===== config.mk =====
export PLATFORM = sky130hd
export DESIGN_NAME = progmem_reader
export DESIGN_NICKNAME = d
export VERILOG_FILES = /design/src/rtl/progmem_reader_pkg.sv /design/src/rtl/progmem_reader_word_fifo.sv /design/src/rtl/progmem_reader.sv
export SDC_FILE = /design/constraint.sdc
export NUM_CORES = 1
export LEC_CHECK = 0
export ABC_CLOCK_PERIOD_IN_PS = 4900
export CORE_AREA = 2 2 139 141
export CTS_CLUSTER_SIZE = 14
export DETAILED_ROUTE_END_ITERATION = 10
export DIE_AREA = 0 0 141 143
export PLACE_DENSITY = 0.89
export RECOVER_POWER = 25
export SETUP_SLACK_MARGIN = 0.02
export SYNTH_ARGS = -nofsm -noshare
export SYNTH_HDL_FRONTEND = slang
export SYNTH_HIERARCHICAL = 1
export SYNTH_SLANG_ARGS = --single-unit

===== constraint.sdc =====
create_clock -name clk -period 4.9 [get_ports clk]
set_input_delay 0.98 -clock clk [delete_from_list [all_inputs] [get_ports clk]]
set_output_delay 0.98 -clock clk [all_outputs]
set_load 0.01 [all_outputs]

===== src/rtl/progmem_reader_pkg.sv =====
// Shared types and constants for the program-memory block reader.
package progmem_reader_pkg;

    localparam int ADDR_W = 32;
    localparam int DATA_W = 32;
    localparam logic [ADDR_W-1:0] ADDR_STEP = 32'd4;
    localparam int DEF_TIMEOUT_CYCLES = 255;

    typedef enum logic [1:0] {
        IDLE  = 2'd0,
        REQ   = 2'd1,
        GAP   = 2'd2,
        DRAIN = 2'd3
    } state_t;

endpackage


===== src/rtl/progmem_reader_word_fifo.sv =====
// Synchronous word FIFO; head word is presented directly on rdata.
// A pop on an empty FIFO is dropped, so a same-cycle push only shows up next cycle.
module word_fifo
    import progmem_reader_pkg::*;
#(
    parameter int DEPTH = 4,
    parameter int OCC_W = $clog2(DEPTH + 1)
) (
    input  logic              clk,
    input  logic              rstn,
    input  logic              push,
    input  logic [DATA_W-1:0] wdata,
    input  logic              pop,
    output logic [DATA_W-1:0] rdata,
    output logic              full,
    output logic              empty,
    output logic [OCC_W-1:0]  count
);

    localparam int AW = $clog2(DEPTH);

    logic [DATA_W-1:0] mem_r [DEPTH];
    logic [AW-1:0]     wr_ptr_r;
    logic [AW-1:0]     rd_ptr_r;
    logic [OCC_W-1:0]  count_r;
    logic              push_ok_s;
    logic              pop_ok_s;

    assign full      = (count_r == OCC_W'(DEPTH));
    assign empty     = (count_r == {OCC_W{1'b0}});
    assign count     = count_r;
    assign rdata     = mem_r[rd_ptr_r];
    assign pop_ok_s  = pop && !empty;
    assign push_ok_s = push && (!full || pop_ok_s);

    // Word storage
    always_ff @(posedge clk or negedge rstn) begin
        if (!rstn) begin
            for (int i = 0; i < DEPTH; i++) begin
                mem_r[i] <= {DATA_W{1'b0}};
            end
        end else if (push_ok_s) begin
            mem_r[wr_ptr_r] <= wdata;
        end
    end

    // Pointers and occupancy
    always_ff @(posedge clk or negedge rstn) begin
        if (!rstn) begin
            wr_ptr_r <= {AW{1'b0}};
            rd_ptr_r <= {AW{1'b0}};
            count_r  <= {OCC_W{1'b0}};
        end else begin
            if (push_ok_s) begin
                wr_ptr_r <= wr_ptr_r + AW'(1);
            end
            if (pop_ok_s) begin
                rd_ptr_r <= rd_ptr_r + AW'(1);
            end
            case ({push_ok_s, pop_ok_s})
                2'b10:   count_r <= count_r + OCC_W'(1);
                2'b01:   count_r <= count_r - OCC_W'(1);
                default: count_r <= count_r;
            endcase
        end
    end

endmodule


===== src/rtl/progmem_reader.sv =====
// PicoRV32-bus read initiator: streams word_count words from base_addr
// through a small FIFO onto a valid/ready output.
module progmem_reader
    import progmem_reader_pkg::*;
#(
    parameter int FIFO_DEPTH     = 4,
    parameter int TIMEOUT_CYCLES = DEF_TIMEOUT_CYCLES,
    parameter int CNT_W          = 16
) (
    input  logic              clk,
    input  logic              rstn,
    input  logic              start,
    input  logic [ADDR_W-1:0] base_addr,
    input  logic [CNT_W-1:0]  word_count,
    output logic              busy,
    output logic              done,
    output logic              err_timeout,
    output logic              mem_valid,
    input  logic              mem_ready,
    output logic [ADDR_W-1:0] mem_addr,
    input  logic [DATA_W-1:0] mem_rdata,
    output logic [3:0]        mem_wstrb,
    output logic              out_valid,
    input  logic              out_ready,
    output logic [DATA_W-1:0] out_data
);

    localparam int OCC_W   = $clog2(FIFO_DEPTH + 1);
    localparam int TIMER_W = $clog2(TIMEOUT_CYCLES + 1);

    state_t             state_r, state_n;
    logic               mem_valid_r, mem_valid_n;
    logic [ADDR_W-1:0]  addr_r, addr_n;
    logic [CNT_W-1:0]   remaining_r, remaining_n;
    logic [TIMER_W-1:0] timer_r, timer_n;
    logic               busy_r, busy_n;
    logic               done_r, done_n;
    logic               err_r, err_n;
    logic               push_s;
    logic               fifo_full_s;
    logic               fifo_empty_s;
    logic [OCC_W-1:0]   fifo_count_s;
    logic [OCC_W-1:0]   free_slots_s;

    assign free_slots_s = OCC_W'(FIFO_DEPTH) - fifo_count_s;

    // Next-state and next-output decode
    always_comb begin
        state_n     = state_r;
        mem_valid_n = mem_valid_r;
        addr_n      = addr_r;
        remaining_n = remaining_r;
        timer_n     = timer_r;
        busy_n      = busy_r;
        done_n      = 1'b0;
        err_n       = err_r;
        push_s      = 1'b0;
        case (state_r)
            IDLE: begin
                if (start && (word_count != {CNT_W{1'b0}})) begin
                    state_n     = REQ;
                    mem_valid_n = 1'b1;
                    addr_n      = {base_addr[ADDR_W-1:2], 2'b00};
                    remaining_n = word_count;
                    timer_n     = {TIMER_W{1'b0}};
                    busy_n      = 1'b1;
                    err_n       = 1'b0;
                end else if (start) begin
                    done_n = 1'b1;
                end else begin
                    state_n = IDLE;
                end
            end
            REQ: begin
                if (mem_ready) begin
                    push_s      = 1'b1;
                    addr_n      = addr_r + ADDR_STEP;
                    remaining_n = remaining_r - CNT_W'(1);
                    mem_valid_n = 1'b0;
                    state_n     = GAP;
                end else if (timer_r == TIMER_W'(TIMEOUT_CYCLES - 1)) begin
                    mem_valid_n = 1'b0;
                    err_n       = 1'b1;
                    state_n     = DRAIN;
                end else begin
                    timer_n = timer_r + TIMER_W'(1);
                end
            end
            GAP: begin
                // A late ready echo from the responder lands here and is ignored.
                if (remaining_r == {CNT_W{1'b0}}) begin
                    state_n = DRAIN;
                end else if (free_slots_s != {OCC_W{1'b0}}) begin
                    state_n     = REQ;
                    mem_valid_n = 1'b1;
                    timer_n     = {TIMER_W{1'b0}};
                end else begin
                    state_n = GAP;
                end
            end
            DRAIN: begin
                if (fifo_empty_s) begin
                    done_n  = 1'b1;
                    busy_n  = 1'b0;
                    state_n = IDLE;
                end else begin
                    state_n = DRAIN;
                end
            end
            default: begin
                state_n     = IDLE;
                mem_valid_n = 1'b0;
                busy_n      = 1'b0;
            end
        endcase
    end

    // State and registered outputs
    always_ff @(posedge clk or negedge rstn) begin
        if (!rstn) begin
            state_r     <= IDLE;
            mem_valid_r <= 1'b0;
            addr_r      <= {ADDR_W{1'b0}};
            remaining_r <= {CNT_W{1'b0}};
            timer_r     <= {TIMER_W{1'b0}};
            busy_r      <= 1'b0;
            done_r      <= 1'b0;
            err_r       <= 1'b0;
        end else begin
            state_r     <= state_n;
            mem_valid_r <= mem_valid_n;
            addr_r      <= addr_n;
            remaining_r <= remaining_n;
            timer_r     <= timer_n;
            busy_r      <= busy_n;
            done_r      <= done_n;
            err_r       <= err_n;
        end
    end

    word_fifo #(
        .DEPTH (FIFO_DEPTH),
        .OCC_W (OCC_W)
    ) u_fifo (
        .clk   (clk),
        .rstn  (rstn),
        .push  (push_s),
        .wdata (mem_rdata),
        .pop   (out_ready),
        .rdata (out_data),
        .full  (fifo_full_s),
        .empty (fifo_empty_s),
        .count (fifo_count_s)
    );

    assign out_valid   = !fifo_empty_s;
    assign busy        = busy_r;
    assign done        = done_r;
    assign err_timeout = err_r;
    assign mem_valid   = mem_valid_r;
    assign mem_addr    = addr_r;
    assign mem_wstrb   = 4'b0000;

endmodule


==> results.ini, run 1 <==
[finish]
final_cell_count_no_fill = 1218
multi_input_area_mm2 = 0.00481
drive_gt1_share_pct = 23.7
final_area_mm2 = 0.0123
fin_nets = 1073
seq_area_mm2 = 0.00488
n_antenna_cell = 0
area_delta_synth_final_pct = 21.3
fillCellCount = 1342

[floorplan]
initial_core_util_pct = 54.4
io_pins = 158
dieArea_mm2 = 0.0202
row_count = 50
core_area_mm2 = 0.0186
fp.dieH_um = 143
die_x_um = 141

[timing]
finalWorstPathRequiredPeriod_ns = 3.73
drv_slew = 125
setup_viol = 0
holdWs_ns = 0.505
period_share_pct = 76.2
max_freq_mhz = 268
relSlewSlack_pct = -116
fin_tns_setup_ns = 0
timing_worst_slew_pin_value_ns = 3.24
hold_violations = 0
rsz0062_at_grt = false
skew_ns = 0.0124

[worst_setup_path]
crit_family = buffers and inverters
crit_fanout = 125
cp-start-kind = input port
cp.arrival_ns = 3.31
path_class = input port to async pin
reg2reg_slack_ns = 1.65
critical-path-slowest-cell = clkbuf_2
cp.required_ns = 4.47
setup.worst_path.end_class = async pin
crit_chain = clkbuf_2
cpPeakStageDelay_ns = 2.11
critPathBufInv = 1

[clocking]
clkLatencyLatePin_ns = 0.44
cts_max_path_buffers = 2
post_cts_buffers = 0
cts_inserted_buffers = 17
clk_pin_slew_ns = 0.08
cts_tree = built
clkSinkCount = 195
cts_hold_buf = 0
ctsResizeCount = 0
clockRootBuffer = clkbuf_16
htreeDepth = 4

[pwr]
powerDensity_mw_per_mm2 = 678
peakVddDrop_v = 0.000353
power_leakage_uw = 0.00499
power_uw = 8330

[run_status]
run_status = finished with violations
violations = max-capacitance violations, max-slew violations

[placement]
place_hpwl_mm = 16.3
placed_area_mm2 = 0.0117
port-buffer-count = 149
gp_congestion = 0.870
dp_cells = 1186

[route]
drt_iter0_drc = 548
drt-total-wl_mm = 24.5
detail_route.wl_per_cell_um = 20.1
drtPass1Iterations = 5
drc_errors = 0
ant_nets = 0
vias = 7579
via_per_inst = 6.22

[yosys]
syn_area_per_cell_um2 = 12.0
synth_area_mm2 = 0.0101
syn_inst = 841
ys_warn_count = 6

[hold_path]
min_path_type = register to register

[grt]
overflow = 0
grt_max_degree = 126
grt_pass1_wl_mm = 39.7
grt_pass1_vias = 7741
antenna_found_initial = 0
grtUsageTotal_pct = 25.0

[job]
drv_cap = 1

## final cells by class
type	instances	area share, %
Inverter	22	0.673
Timing Repair Buffer	162	13.0
Clock inverter	13	1.27
Sequential cell	195	39.8
Clock buffer	19	3.69
Multi-Input combinational cell	573	39.2
Tap cell	234	2.39
## worst register-to-register path: stages (launching register included)
cell,delay (ns)
dfrtp_1,0.44
inv_1,0.13
ha_2,0.18
buf_4,0.57
nor2b_1,0.31
o22ai_1,0.33
a21o_1,0.77
o21ai_0,0.26
a21oi_1,0.19
## routing by layer
metal | global-route usage, % | share of wire [%] | up-vias
met5 | 0 | 0 | -
met4 | 10.3 | 2.7 | 0
met3 | 4.59 | 4.8 | 63
met2 | 41.8 | 51 | 276
met1 | 32.4 | 42 | 3814
li1 | - | - | 3426
## registers in the layout, indices dropped and copies added, names as in the netlist
| register | count |
|---|---|
| busy | 1 |
| done | 1 |
| err_timeout | 1 |
| mem_addr | 30 |
| mem_valid | 1 |
| remaining_r | 16 |
| state_r | 2 |
| timer_r | 8 |
| u_fifo/count | 3 |
| u_fifo/mem_r | 128 |
| u_fifo/rd_ptr_r | 2 |
| u_fifo/wr_ptr_r | 2 |
## layout by cell type (no fill, tap or decap), drive strengths merged, types with 13 or more instances in the layout
cell type / instances
clkbuf: 20
ha: 16
o21ai: 27
inv: 30
mux4: 32
nor2: 40
mux2: 129
dfrtp: 195
clkdlybuf4s50: 148
nand4: 17
buf: 13
nand3: 25
nand2: 54
o22ai: 23
nor3: 13
a21oi: 53
## stage by stage
step,setup slack (ns),util (%)
after floorplan,2.38,-
after detailed placement,1.17,62.8
after global routing,0.562,66.0
final,1.17,66.0
after CTS,1.09,66.1
after global placement,1.23,62.8
## power breakdown
group	internal, µW	switching (µW)	leakage [µW]
logic	2120	1720	0.00234
clock network	761	683	0.000304
registers	2370	682	0.00235
## worst paths after layout
check                                     end  cells past startpoint          startpoint
min                           u_fifo/mem_r[7]                      1     u_fifo/mem_r[7]
max                        u_fifo/rd_ptr_r[0]                      1                rstn
max reg2reg                   remaining_r[11]                      8          state_r[1]
min reg2reg                   u_fifo/mem_r[7]                      1     u_fifo/mem_r[7]
max in group clk                  out_data[1]                      3  u_fifo/rd_ptr_r[0]
min in group asynchronous        mem_addr[15]                      1                rstn
Note: power is estimated with default switching activity, not from simulation.
==> run 2, diff against run 1 <==
- ABC_CLOCK_PERIOD_IN_PS: 4900 -> 3500
- CORE_AREA: 2 2 139 141 -> 2 2 140 142
- DIE_AREA: 0 0 141 143 -> 0 0 142 144
- PLACE_DENSITY: 0.89 -> 0.88
- clock period: 4.9 -> 3.5 ns (I/O delays scaled with it)
==> results.ini, run 2 (synthesis results as in run 1) <==
[run_status]
run_status = finished with violations
violations = max-capacitance violations, max-slew violations

[placement]
port-buffer-count = 149  ; unchanged
gp_congestion = 0.881  ; +1.3%
dp_cells = 1200  ; +1.2%
place_hpwl_mm = 16.0  ; -2.3%

[timing]
relSlewSlack_pct = -34.6  ; +82 points
rsz0062_at_grt = false
drv_slew = 84  ; -33%
skew_ns = 0.00977  ; -0.00259 ns
setup_viol = 0  ; unchanged
finalWorstPathRequiredPeriod_ns = 2.91
fin_tns_setup_ns = 0  ; unchanged
hold_violations = 0  ; unchanged
timing_worst_slew_pin_value_ns = 2.02  ; -1.23 ns
max_freq_mhz = 343
period_share_pct = 83.2

[worst_setup_path]
ff2ff_path_depth = 9  ; +1
crit_chain = buf_12 > mux4_2 > clkdlybuf4s50_1
critPathBufInv = 2  ; +1
cp-start-kind = register
setup.worst_path.end_class = primary output
reg2reg_to = mem_addr[10]
crit_family = buffers and inverters
reg2reg_slack_ns = 0.86  ; -0.79 ns
critical-path-slowest-cell = clkdlybuf4s50_1
cpPeakStageDelay_ns = 0.58  ; -1.53 ns
cp.required_ns = 2.80  ; -1.67 ns
path_class = register to primary output
cp.arrival_ns = 2.21  ; -1.10 ns
crit_fanout = 34  ; -73%
reg2reg_from = state_r[0]

[pwr]
power_leakage_uw = 0.00503  ; +0.74%
powerDensity_mw_per_mm2 = 944  ; +39%
peakVddDrop_v = 0.000500  ; +42%

[finish]
area_delta_synth_final_pct = 22.1
largest_reg_flops = 128  ; unchanged
drive_gt1_share_pct = 24.4  ; +0.77 points
final_cell_count_no_fill = 1232  ; +1.1%
fin_nets = 1083  ; +0.93%
mostFrequentLayoutCells = dfrtp_1 (194), clkdlybuf4s50_1 (148), mux2_2 (129), nand2_1 (54), a21oi_1 (51)
layout_commonest_cell = dfrtp_1
largest-register = u_fifo/mem_r
n_antenna_cell = 0  ; unchanged

[floorplan]
io_pins = 158  ; unchanged
die_x_um = 142  ; +0.71%
row_count = 51  ; +2.0%
fp.dieH_um = 144  ; +0.70%
core_area_mm2 = 0.0191  ; +2.7%
dieArea_mm2 = 0.0204  ; +1.4%
initial_core_util_pct = 53.0  ; -1.4 points

[grt]
grtUsageTotal_pct = 23.9  ; -1.1 points
grt_pass1_wl_mm = 38.6  ; -2.6%
grt_pass1_vias = 7519  ; -2.9%
overflow = 0  ; unchanged
antenna_found_initial = 0  ; unchanged
grt_max_degree = 84  ; -33%

[clocking]
clockRootBuffer = clkbuf_16
post_cts_buffers = 0  ; unchanged
clkSinkCount = 195  ; unchanged
cts_tree = built
ctsResizeCount = 0  ; unchanged
cts_max_path_buffers = 2  ; unchanged
cts_inserted_buffers = 17  ; unchanged
clk_pin_slew_ns = 0.08  ; about the same
clkLatencyLatePin_ns = 0.44  ; about the same
htreeDepth = 4  ; unchanged
cts_hold_buf = 0  ; unchanged

[route]
drt_iter0_drc = 550  ; +0.36%
ant_nets = 0  ; unchanged
drtPass1Iterations = 5  ; unchanged
via_per_inst = 6.13  ; -1.5%
drt-total-wl_mm = 24.1  ; -1.6%
drc_errors = 0  ; unchanged
vias = 7550  ; -0.38%
detail_route.wl_per_cell_um = 19.5  ; -2.7%

[hold_path]
min_path_type = input port to async pin

[job]
drv_cap = 1  ; unchanged

==> run 2: final cells by class <==
type                       instances  area, µm²
clock buffer                      17        425
tap                              238        298
multi-input combinational        573       4810
sequential                       195       4880
clock inverter                    15        179
inverter                          22       82.6
timing repair buffer             172       1680
fill                            1377       6730
==> run 2: how the worst max path moves through the flow <==
stage	start	end	slack, ns	cells after the start
CTS	u_fifo/rd_ptr_r[0]	out_data[17]	0.53	3
finish	u_fifo/rd_ptr_r[0]	out_data[17]	0.59	3
global route	rstn	u_fifo/mem_r[0]	0.46	2
floorplan	out_ready	u_fifo/count[2]	1.26	8
global placement	word_count[15]	mem_addr[10]	0.50	7
detailed placement	mem_ready	u_fifo/count[2]	0.52	11
==> run 2: report_power, final <==
group	internal, µW	switching (µW)	total [µW]
registers	3310	836	4150
clock network	974	1000	1970
logic	3020	2520	5530
==> run 2: routing by layer <==
layer,track usage (%),vias to the layer above,wire [µm],share of wire [%]
li1,-,3453,-,-
met1,32.8,3794,10600,44
met2,38.8,261,11900,49
met3,4.21,42,1160,4.8
met4,8.53,0,490,2.0
met5,0,-,0,0
==> run 2: stage by stage <==
step	worst slack [ns]	total power [µW]	hold WS [ns]	utilization, %	cell area (µm²)
after global routing	0.455	12400	0.243	64.7	12300
after detailed placement	0.518	9680	0.491	61.7	11800
after global placement	0.499	9440	0.484	61.7	11800
final	0.589	11700	0.219	64.7	12300
after floorplan	1.26	7570	0.404	-	10100
after CTS	0.534	11700	0.234	64.9	12400
==> run 3, diff against run 2 <==
- ABC_CLOCK_PERIOD_IN_PS: 3500 -> 2800
- clock period: 3.5 -> 2.8 ns (I/O delays scaled with it)
==> results.ini, run 3 (synthesis results as in run 1) <==
[finish]
final_util_pct = 66.0  ; +1.2 points
fin_nets = 1097  ; +1.3%
layout_commonest_cell = dfrtp_1
mostFrequentLayoutCells = dfrtp_1 (194), clkdlybuf4s50_1 (147), mux2_2 (129), nand2_1 (54), a21oi_1 (51)
n_antenna_cell = 0  ; unchanged
largest-register = u_fifo/mem_r
largest_reg_flops = 128  ; unchanged
drive_gt1_share_pct = 25.4  ; +0.95 points
area_delta_synth_final_pct = 24.4

[worst_setup_path]
reg2reg_from = state_r[0]
cp.required_ns = 2.24  ; -0.56 ns
ff2ff_path_depth = 7  ; -2
critical-path-slowest-cell = mux4_2
crit_fanout = 18  ; -47%
critPathBufInv = 2  ; unchanged
crit_chain = buf_12 > mux4_2 > clkdlybuf4s50_1
cpPeakStageDelay_ns = 0.52  ; -0.06 ns
cp-start-kind = register
setup.worst_path.end_class = primary output
reg2reg_to = timer_r[1]
cp.arrival_ns = 2.13  ; -0.08 ns
path_class = register to primary output
reg2reg_slack_ns = 0.23  ; -0.63 ns
crit_family = buffers and inverters

[run_status]
run_status = finished clean

[timing]
hold_violations = 0  ; unchanged
drv_slew = 0  ; -100%
holdWs_ns = 0.454  ; +0.235 ns
fin_tns_setup_ns = 0  ; unchanged
relSlewSlack_pct = 4.16  ; +39 points
finalWorstPathRequiredPeriod_ns = 2.69
period_share_pct = 96.0
rsz0062_at_grt = false
setup_viol = 0  ; unchanged
timing_worst_slew_pin_value_ns = 1.44  ; -0.581 ns
skew_ns = 0.0144  ; +0.00460 ns
max_freq_mhz = 372

[route]
drt-total-wl_mm = 24.3  ; +1.0%
ant_nets = 0  ; unchanged
drtPass1Iterations = 5  ; unchanged
vias = 7673  ; +1.6%
drt_iter0_drc = 672  ; +22%
detail_route.wl_per_cell_um = 19.5  ; -0.12%
via_per_inst = 6.16  ; +0.49%
drc_errors = 0  ; unchanged

[floorplan]
io_pins = 158  ; unchanged
dieArea_mm2 = 0.0204  ; unchanged
initial_core_util_pct = 53.0  ; unchanged
die_x_um = 142  ; unchanged
row_count = 51  ; unchanged
fp.dieH_um = 144  ; unchanged
core_area_mm2 = 0.0191  ; unchanged

[placement]
place_hpwl_mm = 17.0  ; +6.3%
gp_congestion = 0.901  ; +2.3%
port-buffer-count = 149  ; unchanged

[clocking]
clkSinkCount = 195  ; unchanged
cts_inserted_buffers = 17  ; unchanged
clk_pin_slew_ns = 0.08  ; about the same
htreeDepth = 4  ; unchanged
clockRootBuffer = clkbuf_16
clkLatencyLatePin_ns = 0.44  ; about the same
cts_tree = built
cts_max_path_buffers = 2  ; unchanged

[pwr]
powerDensity_mw_per_mm2 = 1180  ; +25%
power_uw = 14800  ; +27%
switching_share_pct = 36.2  ; -1.1 points
power_leakage_uw = 0.00516  ; +2.5%
p_sw_uw = 5360  ; +23%
pwr-share-comb_pct = 48.0  ; +0.5 points
peakVddDrop_v = 0.000640  ; +28%
clkPwrFrac_pct = 16.7  ; -0.2 points
sequentialPowerShare_pct = 35.2  ; -0.4 points
p_int_uw = 9450  ; +29%

[hold_path]
min_path_type = input port to async pin

[grt]
grtUsageTotal_pct = 24.4  ; +0.48 points
antenna_found_initial = 0  ; unchanged
grt_max_degree = 55  ; -35%
grt_pass1_wl_mm = 39.3  ; +1.8%
overflow = 0  ; unchanged
grt_pass1_vias = 7636  ; +1.6%

[job]
drv_cap = 0  ; -1

run 3: per-stage QoR:
stage | instance area, µm² | worst slack, ns | instances
after detailed placement | 12000 | 0.0793 | 1213
after CTS | 12600 | 0.0451 | 1246
final | 12600 | 0.112 | 1246
after floorplan | 10100 | 0.575 | 846
after global placement | 12000 | 0.0806 | 1213
after global routing | 12600 | 0.0361 | 1246
run 3: routing by layer:
layer | GRT usage, % | up-vias | routed length, µm
li1 | - | 3476 | -
met1 | 32.1 | 3856 | 10300
met2 | 40.3 | 286 | 12100
met3 | 4.70 | 55 | 1210
met4 | 9.58 | 0 | 679
met5 | 0 | - | 0
run 3: final cells by class:
cell class / count / area [µm²]
inverter: 22 / 82.6
clock inverter: 14 / 169
fill: 1374 / 6490
sequential: 195 / 4880
multi-input combinational: 573 / 4810
tap: 238 / 298
clock buffer: 18 / 429
timing repair buffer: 186 / 1920
run 3: worst reg2reg max path, cell delays in order, from the launching register on:
cell     delay (ns)
dfrtp_1        0.44
inv_1          0.16
ha_1           0.22
or4b_2         0.64
o41ai_4        0.44
a211o_4        0.27
o41ai_1        0.09
a22o_1         0.19
run 3: repair_timing:
| item | in CTS | in global routing |
|---|---|---|
| hold buffers | 0 | 0 |
| setup buffers | 1 | 0 |
| endpoints found under the setup margin | 1 | 1 |
| resized for setup | 0 | 1 |
| hold endpoints to repair | 0 | 0 |
run 3: power groups by stage:
stage                     registers (µW)  logic (µW)  clock network, µW
final                               5220        7120               2480
after global placement              5130        6860                  0
after global routing                5390        7670               2680
after floorplan                     4980        4480                  0
after detailed placement            5240        7080                  0
after CTS                           5200        7150               2530
run 3: worst max-delay path by stage:
stage | from | to | slack [ns] | cells past startpoint
detailed placement | word_count[11] | mem_addr[17] | 0.08 | 7
floorplan | state_r[1] | mem_addr[17] | 0.57 | 9
CTS | u_fifo/rd_ptr_r[0] | out_data[31] | 0.05 | 3
finish | u_fifo/rd_ptr_r[0] | out_data[0] | 0.11 | 3
global placement | word_count[11] | mem_addr[17] | 0.08 | 7
global route | u_fifo/rd_ptr_r[0] | out_data[22] | 0.04 | 3
